### src/rtl/alu_pkg.sv
// Shared opcode encoding and status-flag bit positions for the signed ALU.
package alu_pkg;

  typedef enum logic [3:0] {
    OpAdd  = 4'b0000,
    OpSub  = 4'b0001,
    OpAnd  = 4'b0010,
    OpOr   = 4'b0011,
    OpXor  = 4'b0100,
    OpNot  = 4'b0101,
    OpInc  = 4'b0110,
    OpDec  = 4'b0111,
    OpMova = 4'b1000,
    OpMovb = 4'b1001,
    OpShl  = 4'b1010,
    OpShr  = 4'b1011,
    OpAsr  = 4'b1100,
    OpNeg  = 4'b1101
  } alu_op_e;

  localparam int unsigned FLAG_V = 2;
  localparam int unsigned FLAG_N = 1;
  localparam int unsigned FLAG_Z = 0;

endpackage

### src/rtl/alu_addsub.sv
// BW-bit adder with optional B inversion and carry-in; reports two's-complement overflow.
module alu_addsub #(
  parameter int unsigned BW = 16
) (
  input  logic [BW-1:0] a_i,
  input  logic [BW-1:0] b_i,
  input  logic          inv_b_i,
  input  logic          cin_i,
  output logic [BW-1:0] sum_o,
  output logic          ovf_o
);

  logic [BW-1:0] b_eff;

  always_comb begin
    b_eff = inv_b_i ? ~b_i : b_i;
    sum_o = a_i + b_eff + {{(BW-1){1'b0}}, cin_i};
    // Overflow when both effective addends agree in sign but the sum does not.
    ovf_o = (a_i[BW-1] == b_eff[BW-1]) && (sum_o[BW-1] != a_i[BW-1]);
  end

endmodule

### src/rtl/alu.sv
// Signed ALU: combinational opcode mux feeding a registered result and {V,N,Z} flags.
module alu
  import alu_pkg::*;
#(
  parameter int unsigned BW = 16
) (
  input  logic          clk,
  input  logic          rst,
  input  logic [BW-1:0] in_a,
  input  logic [BW-1:0] in_b,
  input  logic [3:0]    opcode,
  output logic [BW-1:0] out,
  output logic [2:0]    flags
);

  logic [BW-1:0] add_a, add_b, add_sum;
  logic          add_inv, add_cin, add_ovf;
  logic [BW-1:0] out_d, out_q;
  logic [2:0]    flags_d, flags_q;
  logic          use_ovf;

  alu_addsub #(
    .BW(BW)
  ) u_addsub (
    .a_i     (add_a),
    .b_i     (add_b),
    .inv_b_i (add_inv),
    .cin_i   (add_cin),
    .sum_o   (add_sum),
    .ovf_o   (add_ovf)
  );

  always_comb begin
    add_a   = in_a;
    add_b   = in_b;
    add_inv = 1'b0;
    add_cin = 1'b0;
    use_ovf = 1'b0;
    out_d   = '0;
    case (opcode)
      OpAdd:  begin out_d = add_sum; use_ovf = 1'b1; end
      OpSub:  begin add_inv = 1'b1; add_cin = 1'b1; out_d = add_sum; use_ovf = 1'b1; end
      OpAnd:  out_d = in_a & in_b;
      OpOr:   out_d = in_a | in_b;
      OpXor:  out_d = in_a ^ in_b;
      OpNot:  out_d = ~in_a;
      OpInc:  begin add_b = '0; add_cin = 1'b1; out_d = add_sum; use_ovf = 1'b1; end
      OpDec:  begin
        // a - 1 as a + ~1 + 1
        add_b   = {{(BW-1){1'b0}}, 1'b1};
        add_inv = 1'b1;
        add_cin = 1'b1;
        out_d   = add_sum;
        use_ovf = 1'b1;
      end
      OpMova: out_d = in_a;
      OpMovb: out_d = in_b;
      OpShl:  out_d = {in_a[BW-2:0], 1'b0};
      OpShr:  out_d = {1'b0, in_a[BW-1:1]};
      OpAsr:  out_d = {in_a[BW-1], in_a[BW-1:1]};
      OpNeg:  begin
        add_a   = '0;
        add_b   = in_a;
        add_inv = 1'b1;
        add_cin = 1'b1;
        out_d   = add_sum;
        use_ovf = 1'b1;
      end
      default: out_d = '0;
    endcase
    flags_d         = 3'b000;
    flags_d[FLAG_V] = use_ovf & add_ovf;
    flags_d[FLAG_N] = out_d[BW-1];
    flags_d[FLAG_Z] = (out_d == '0);
  end

  always_ff @(posedge clk or posedge rst) begin
    if (rst) begin
      out_q   <= '0;
      flags_q <= 3'b001;
    end else begin
      out_q   <= out_d;
      flags_q <= flags_d;
    end
  end

  assign out   = out_q;
  assign flags = flags_q;

endmodule

### config.mk
export PLATFORM = sky130hd
export DESIGN_NAME = alu
export DESIGN_NICKNAME = d
export VERILOG_FILES = /design/src/rtl/alu_pkg.sv /design/src/rtl/alu_addsub.sv /design/src/rtl/alu.sv
export SDC_FILE = /design/constraint.sdc
export NUM_CORES = 1
export LEC_CHECK = 0
export CORE_ASPECT_RATIO = 1.75
export CORE_MARGIN = 5
export CORE_UTILIZATION = 30
export DETAILED_ROUTE_END_ITERATION = 8
export GPL_ROUTABILITY_DRIVEN = 0
export HOLD_SLACK_MARGIN = 0.1
export PLACE_DENSITY_LB_ADDON = 0.25
export SLEW_MARGIN = 40
export SYNTH_ARGS = -nofsm -noshare
export SYNTH_HDL_FRONTEND = slang
export SYNTH_SLANG_ARGS = --single-unit
### constraint.sdc
create_clock -name clk -period 0.8 [get_ports clk]
set_input_delay 0.24 -clock clk [delete_from_list [all_inputs] [get_ports clk]]
set_output_delay 0.24 -clock clk [all_outputs]
set_load 0.03 [all_outputs]
==> flow_summary_export.csv, run 1 <==
group,metric,value,unit
routing,drtIter0Drc,434,
sta,fin_ws,-2330,ps
setup_path,critical_path.endpoint_type,"flip-flop",
sta,worstMarginPinSlew,680,ps
sta,finalCriticalPeriod,3130,ps
global_route,grt.total_usage,21.6,%
synthesis,flip_flop_and_latch_count_after_synthesis,18,
pwr,power_density,1150,nW/µm²
setup_path,worstSetupPathType,"in -> reg",
synthesis,synth_cell_types,75,
floorplan,die_y,163,µm
routing,first_pass_iters,7,
sta,rsz_0062_raised_after_global_routing,"yes",
place,placement.io_buffers,56,
cts,numClockSinks,18,
synthesis,async_set_or_reset_flop_fraction_in_the_synthesized_netlist,100,%
routing,avgRoutedWirePerCell,18.7,µm
run_status,outcome,"complete, but fails checks",
floorplan,die-width,97.2,µm
cts,cts_made_buffers,3,
synthesis,synth_top_area_share,14.4,%
place,post-place-cells,935,
synthesis,synth_top_flop_cell,"dfrtp_1",
layout,finish.net_count,890,
floorplan,dieArea,15800,µm²
floorplan,floorplan.rows,55,
synthesis,synth_commonest_cells,"49 x a21oi_1, 49 x nor2_1, 46 x ha_1",
sta,timing.fmax,320,MHz
synthesis,netlist_top_cells_area,"ha_1 14%, dfrtp_1 11%, a21oi_1 6.1%, nor2_1 4.6%, a22oi_1 4.5%",
global_route,grt.overflow.total,0,
global_route,initial_antenna_violation_count,0,
setup_path,worstPathArrival,3330,ps
synthesis,synthesis.area,3990,µm²
routing,drt_drc,0,
layout,insertedDiodeCount,0,
global_route,grt_max_degree,27,
routing,antenna_violating_nets_post_route,0,
setup_path,cp.required,1000,ps
layout,flow.area_growth_from_synthesis,73.4,%
cts,post_cts_clock_slew_at_the_launch_and_capture_registers_of_the_worst_setup_and_hold_paths,50,ps
cts,tritoncts,"done",
floorplan,starting_density_of_the_core,30.7,%
synthesis,synth.net_count,642,
synthesis,yosysTopAreaCell,"ha_1",
sta,slew_viol_final,0,
routing,vias_per_cell,5.69,
place,hpwlAfterDp,14000,µm
routing,vias,5540,
layout,instances_no_fill,974,
sta,max_slew_margin,54.6,%
layout,regArea,453,µm²
layout,final_layout_size_suffix_gt1_share,43.3,%
pwr,leakagePower,0.00326,µW
layout,multiInputGateArea,3560,µm²
job,number_of_maximum_capacitance_violations,0,
layout,n_fill_cell,1215,
floorplan,core_region_area,13000,µm²
pwr,worst_ir_drop_on_vdd,607,µV
synthesis,yosys_warnings,0,
synthesis,syn_inst,556,
run_status,failed_checks,"setup timing",
synthesis,number_of_synthesized_flops_with_an_enable_pin,0,
setup_path,timing.critical_path.fanout_max,8,
hold_path,worstHoldPathType,"in -> async",
synthesis,ys_seq_area_share,11.3,%
cts,postCtsHoldBufs,0,
cts,cts_max_path_buffers,2,
sta,final_critical_path_share_of_the_clock_period,391,%
sta,worst_hold_slack,354,ps
synthesis,avgSynthCellArea,7.18,µm²
global_route,first_global_vias,5486,
cts,cts.htree.levels,1,
floorplan,top_level_ports,57,
global_route,grt_first_pass_wirelength,27800,µm
setup_path,startpoint_type,"input pin",
routing,route.final.wire_length,18300,µm
sta,report.final.setup_viol,37,
sta,final-hold-violation-count,0,
place,place_worst_setup_slack,-3140,ps
cts,clockRootBuffer,"clkbuf_16",
-- state kept, by name (all words and copies together) (netlist names) --
name and flops:
out 15, flags 3
-- stage by stage --
step	util [%]	setup TNS (ps)	cell area (µm²)	power (µW)
finish	53.2	-38040	6920	7960
global route	53.2	-40510	6920	8400
CTS	50.1	-37080	6510	7460
detailed placement	46.3	-45440	6020	5840
global placement	46.3	-44580	6020	5770
floorplan	-	-33670	4170	3690
-- layer usage --
layer  vias up  share of wire, %  global-route usage (%)
met3        75               5.1                    1.71
met5         -                 0                       0
li1       2586                 -                       -
met1      2633                37                    23.1
met4         0               5.8                    11.2
met2       246                52                    41.4
-- cells by family (layout without fill, tap and decap cells) --
family / count (synthesis) / after routing / share of synthesized area, %
flops: 18 / 18 / 11.3
simple gates: 174 / 175 / 22.1
mux: 13 / 13 / 3.35
buf+inv: 87 / 333 / 10.4
xor+xnor: 8 / 8 / 1.76
fa+ha+maj: 48 / 48 / 15.4
compound gates: 208 / 208 / 35.7
-- cells in the final DEF, fill, tap and decap left out, drive strengths merged, types with 21 or more instances in the layout --
| cell | n |
|---|---|
| ha | 46 |
| nand2 | 41 |
| a22oi | 24 |
| inv | 44 |
| a21oi | 49 |
| o22ai | 21 |
| o21ai | 26 |
| clkdlybuf4s50 | 25 |
| buf | 250 |
| nor2 | 49 |
-- area by class of cell --
class | count | area share (%)
multi-input combinational | 452 | 51.4
clock buffer | 4 | 1.28
inverter | 44 | 2.39
sequential | 18 | 6.54
timing repair buffer | 285 | 35.3
tap | 171 | 3.09
-- what timing repair did --
| item | in CTS | in global routing |
|---|---|---|
| cloned | 1 | 1 |
| pin swaps | 40 | 47 |
| buffers inserted | 19 | 18 |
| resized for setup | 73 | 58 |
| setup endpoints to repair | 37 | 37 |
-- critical path, cell delays in order --
cell and delay, ps:
buf_8 100, buf_12 120, and2_4 160, nand2_2 60, o21ai_2 50, a221oi_2 320, fa_2 280, inv_2 40
fa_2 370, nor2b_4 170, o2111ai_4 150, nand4_1 220, a31oi_1 120, o31a_1 270, mux2i_1 240, o2111a_1 230
and3_4 170
-- how the worst max path moves through the flow --
stage,start,end,cells after the start
after floorplan,opcode[2],flags[0]$_DFF_PP1_,18
after global placement,opcode[2],flags[0]$_DFF_PP1_,17
after detailed placement,opcode[2],flags[0]$_DFF_PP1_,16
after CTS,opcode[2],flags[0]$_DFF_PP1_,17
after global routing,opcode[1],flags[0]$_DFF_PP1_,17
final,opcode[2],flags[0]$_DFF_PP1_,17
-- power breakdown --
group / switching (µW) / total, µW / internal (µW) / leakage (µW)
sequential: 75.8 / 1150 / 1080 / 0.000219
combinational: 2860 / 5710 / 2850 / 0.00299
clock: 339 / 1100 / 761 / 0.0000442
total: 3280 / 7960 / 4690 / 0.00326
Power figures use the tool's default switching activity.
==> inputs of run 2 (changes only) <==
- SETUP_SLACK_MARGIN: unset -> 0.3
==> run 2 against run 1 <==
Highest routed layer unchanged; critical endpoint unchanged; sequential share of layout area is 0.32 points higher; cell count is 0.92% lower; maximum frequency down 1.4%; die area is the same; the run still ends with setup timing left; largest power group unchanged; utilization shrank 0.20 points; power grew 0.77%.
==> flow_summary_export.csv, run 2 (synthesized netlist as in run 1, its figures left out) <==
group,metric,value,unit
sta,rsz_0062_raised_after_global_routing,"yes",
floorplan,floorplan.rows,55,
cts,tritoncts,"done",
routing,drt_drc,0,
routing,vias_per_cell,5.78,
floorplan,die_y,163,µm
sta,timing.fmax,315,MHz
pwr,worst_ir_drop_on_vdd,598,µV
layout,fin_util,53.0,%
run_status,failed_checks,"setup timing",
layout,instances_no_fill,965,
setup_path,cp.required,990,ps
layout,insertedDiodeCount,0,
setup_path,timing.critical_path.fanout_max,7,
sta,worst_hold_slack,52.7,ps
sta,worstMarginPinSlew,814,ps
sta,max_slew_margin,45.6,%
sta,final_critical_path_share_of_the_clock_period,397,%
sta,slew_viol_final,0,
layout,finish.net_count,881,
pwr,switchingPower,3360,µW
pwr,combPwrFrac,72.7,%
routing,first_pass_iters,6,
floorplan,dieArea,15800,µm²
setup_path,startpoint_type,"input pin",
pwr,finalPower,8020,µW
place,place_worst_setup_slack,-3290,ps
routing,avgRoutedWirePerCell,19.3,µm
sta,report.final.setup_viol,37,
setup_path,worstPathCellList,"buf_8, buf_6, and2_4, buf_4, a22oi_2, o22ai_2, a211oi_2, ha_1, a21oi_4, nand2b_4, nand4_1, a31oi_1, o31a_1, mux2i_2, o2111a_1, and3_1",
setup_path,worstSetupPathType,"in -> reg",
global_route,grt.total_usage,22.5,%
layout,final_layout_size_suffix_gt1_share,43.8,%
place,hpwlAfterDp,14500,µm
setup_path,worstPathArrival,3360,ps
run_status,outcome,"complete, but fails checks",
global_route,grt.overflow.total,0,
global_route,initial_antenna_violation_count,0,
routing,antenna_violating_nets_post_route,0,
pwr,switching_share_of_power,41.8,%
floorplan,die-width,97.2,µm
layout,n_fill_cell,1215,
pwr,clkPwrFrac,12.5,%
pwr,cell_internal_pwr,4670,µW
layout,final_common_cell,"buf_4",
cts,post_cts_clock_slew_at_the_launch_and_capture_registers_of_the_worst_setup_and_hold_paths,50,ps
setup_path,critPathSlowestCell,"ha_1",
cts,clockRootBuffer,"clkbuf_16",
floorplan,top_level_ports,57,
layout,flow.area_growth_from_synthesis,72.7,%
hold_path,worstHoldPathType,"in -> async",
setup_path,cp_slowest_stage_delay,330,ps
layout,layout_common_cells,"200 x buf_4, 47 x nor2_1, 44 x a21oi_1, 44 x ha_1",
floorplan,core_region_area,13000,µm²
cts,cts.htree.levels,1,
pwr,leakagePower,0.00318,µW
floorplan,starting_density_of_the_core,30.7,%
routing,drtIter0Drc,549,
job,number_of_maximum_capacitance_violations,0,
cts,cts_made_buffers,3,
cts,numClockSinks,18,
sta,final-hold-violation-count,0,
sta,finalCriticalPeriod,3170,ps
sta,fin_ws,-2370,ps
setup_path,critical_path.endpoint_type,"flip-flop",
routing,route.final.wire_length,18700,µm
global_route,grt_first_pass_wirelength,28500,µm
routing,vias,5582,
global_route,first_global_vias,5606,
pwr,power_density,1160,nW/µm²
global_route,grt_max_degree,27,
place,placement.io_buffers,56,
pwr,seq_power_share,14.8,%
cts,cts_max_path_buffers,2,
layout,largest_register_ff_count,15,
place,post-place-cells,937,
==> run 2: worst max path at each step <==
stage                         start  slack [ps]  depth (start not counted)                  to
final                     opcode[2]       -2370                         16  flags[0]$_DFF_PP1_
after global routing      opcode[2]       -2520                         16  flags[0]$_DFF_PP1_
after CTS                 opcode[2]       -2380                         16  flags[0]$_DFF_PP1_
after detailed placement  opcode[2]       -3290                         16  flags[0]$_DFF_PP1_
after global placement    opcode[2]       -3220                         16  flags[0]$_DFF_PP1_
after floorplan           opcode[2]       -2380                         18  flags[0]$_DFF_PP1_
==> run 2: per-layer routing <==
metal	global-route usage (%)	up-vias	wire [µm]
li1	-	2565	-
met3	1.76	89	900
met1	23.9	2669	6780
met4	16.8	0	1460
met5	0	-	0
met2	40.9	259	9530
==> run 2: timing repair <==
action / 4_1_cts / 5_1_grt
setup buffers: 12 / 12
endpoints found under the setup margin: 52 / 37
pin swaps: 46 / 31
resized for setup: 97 / 26
endpoints found under the hold margin: 2 / 2
==> run 2: critical path: cells and delay by family <==
kind | cells | cell delay, ps
buf+inv | 3 | 380
compound gates | 7 | 1420
simple gates | 4 | 730
mux | 1 | 240
fa+ha+maj | 1 | 330
==> run 2: power groups by stage <==
stage / combinational, µW / sequential (µW) / clock [µW]
after global routing: 6170 / 1200 / 1070
after detailed placement: 4820 / 1170 / 0
after floorplan: 2220 / 1500 / 0
after CTS: 5430 / 1190 / 1030
after global placement: 4750 / 1170 / 0
final: 5830 / 1190 / 1010
==> run 2: cell type report <==
type,count,area (µm²),share of cell area [%]
multi-input cells,451,3560,51.6
repair buffers,277,2400,34.9
flip-flops and latches,18,473,6.86
well taps,171,214,3.10
inverters,44,169,2.45
clock buffers,4,78.8,1.14
==> run 2: stage by stage <==
step,instance area (µm²),TNS (ps)
after floorplan,4190,-33700
after detailed placement,6140,-46070
after CTS,6680,-37930
after global routing,6900,-41300
final,6900,-39120
after global placement,6140,-44790
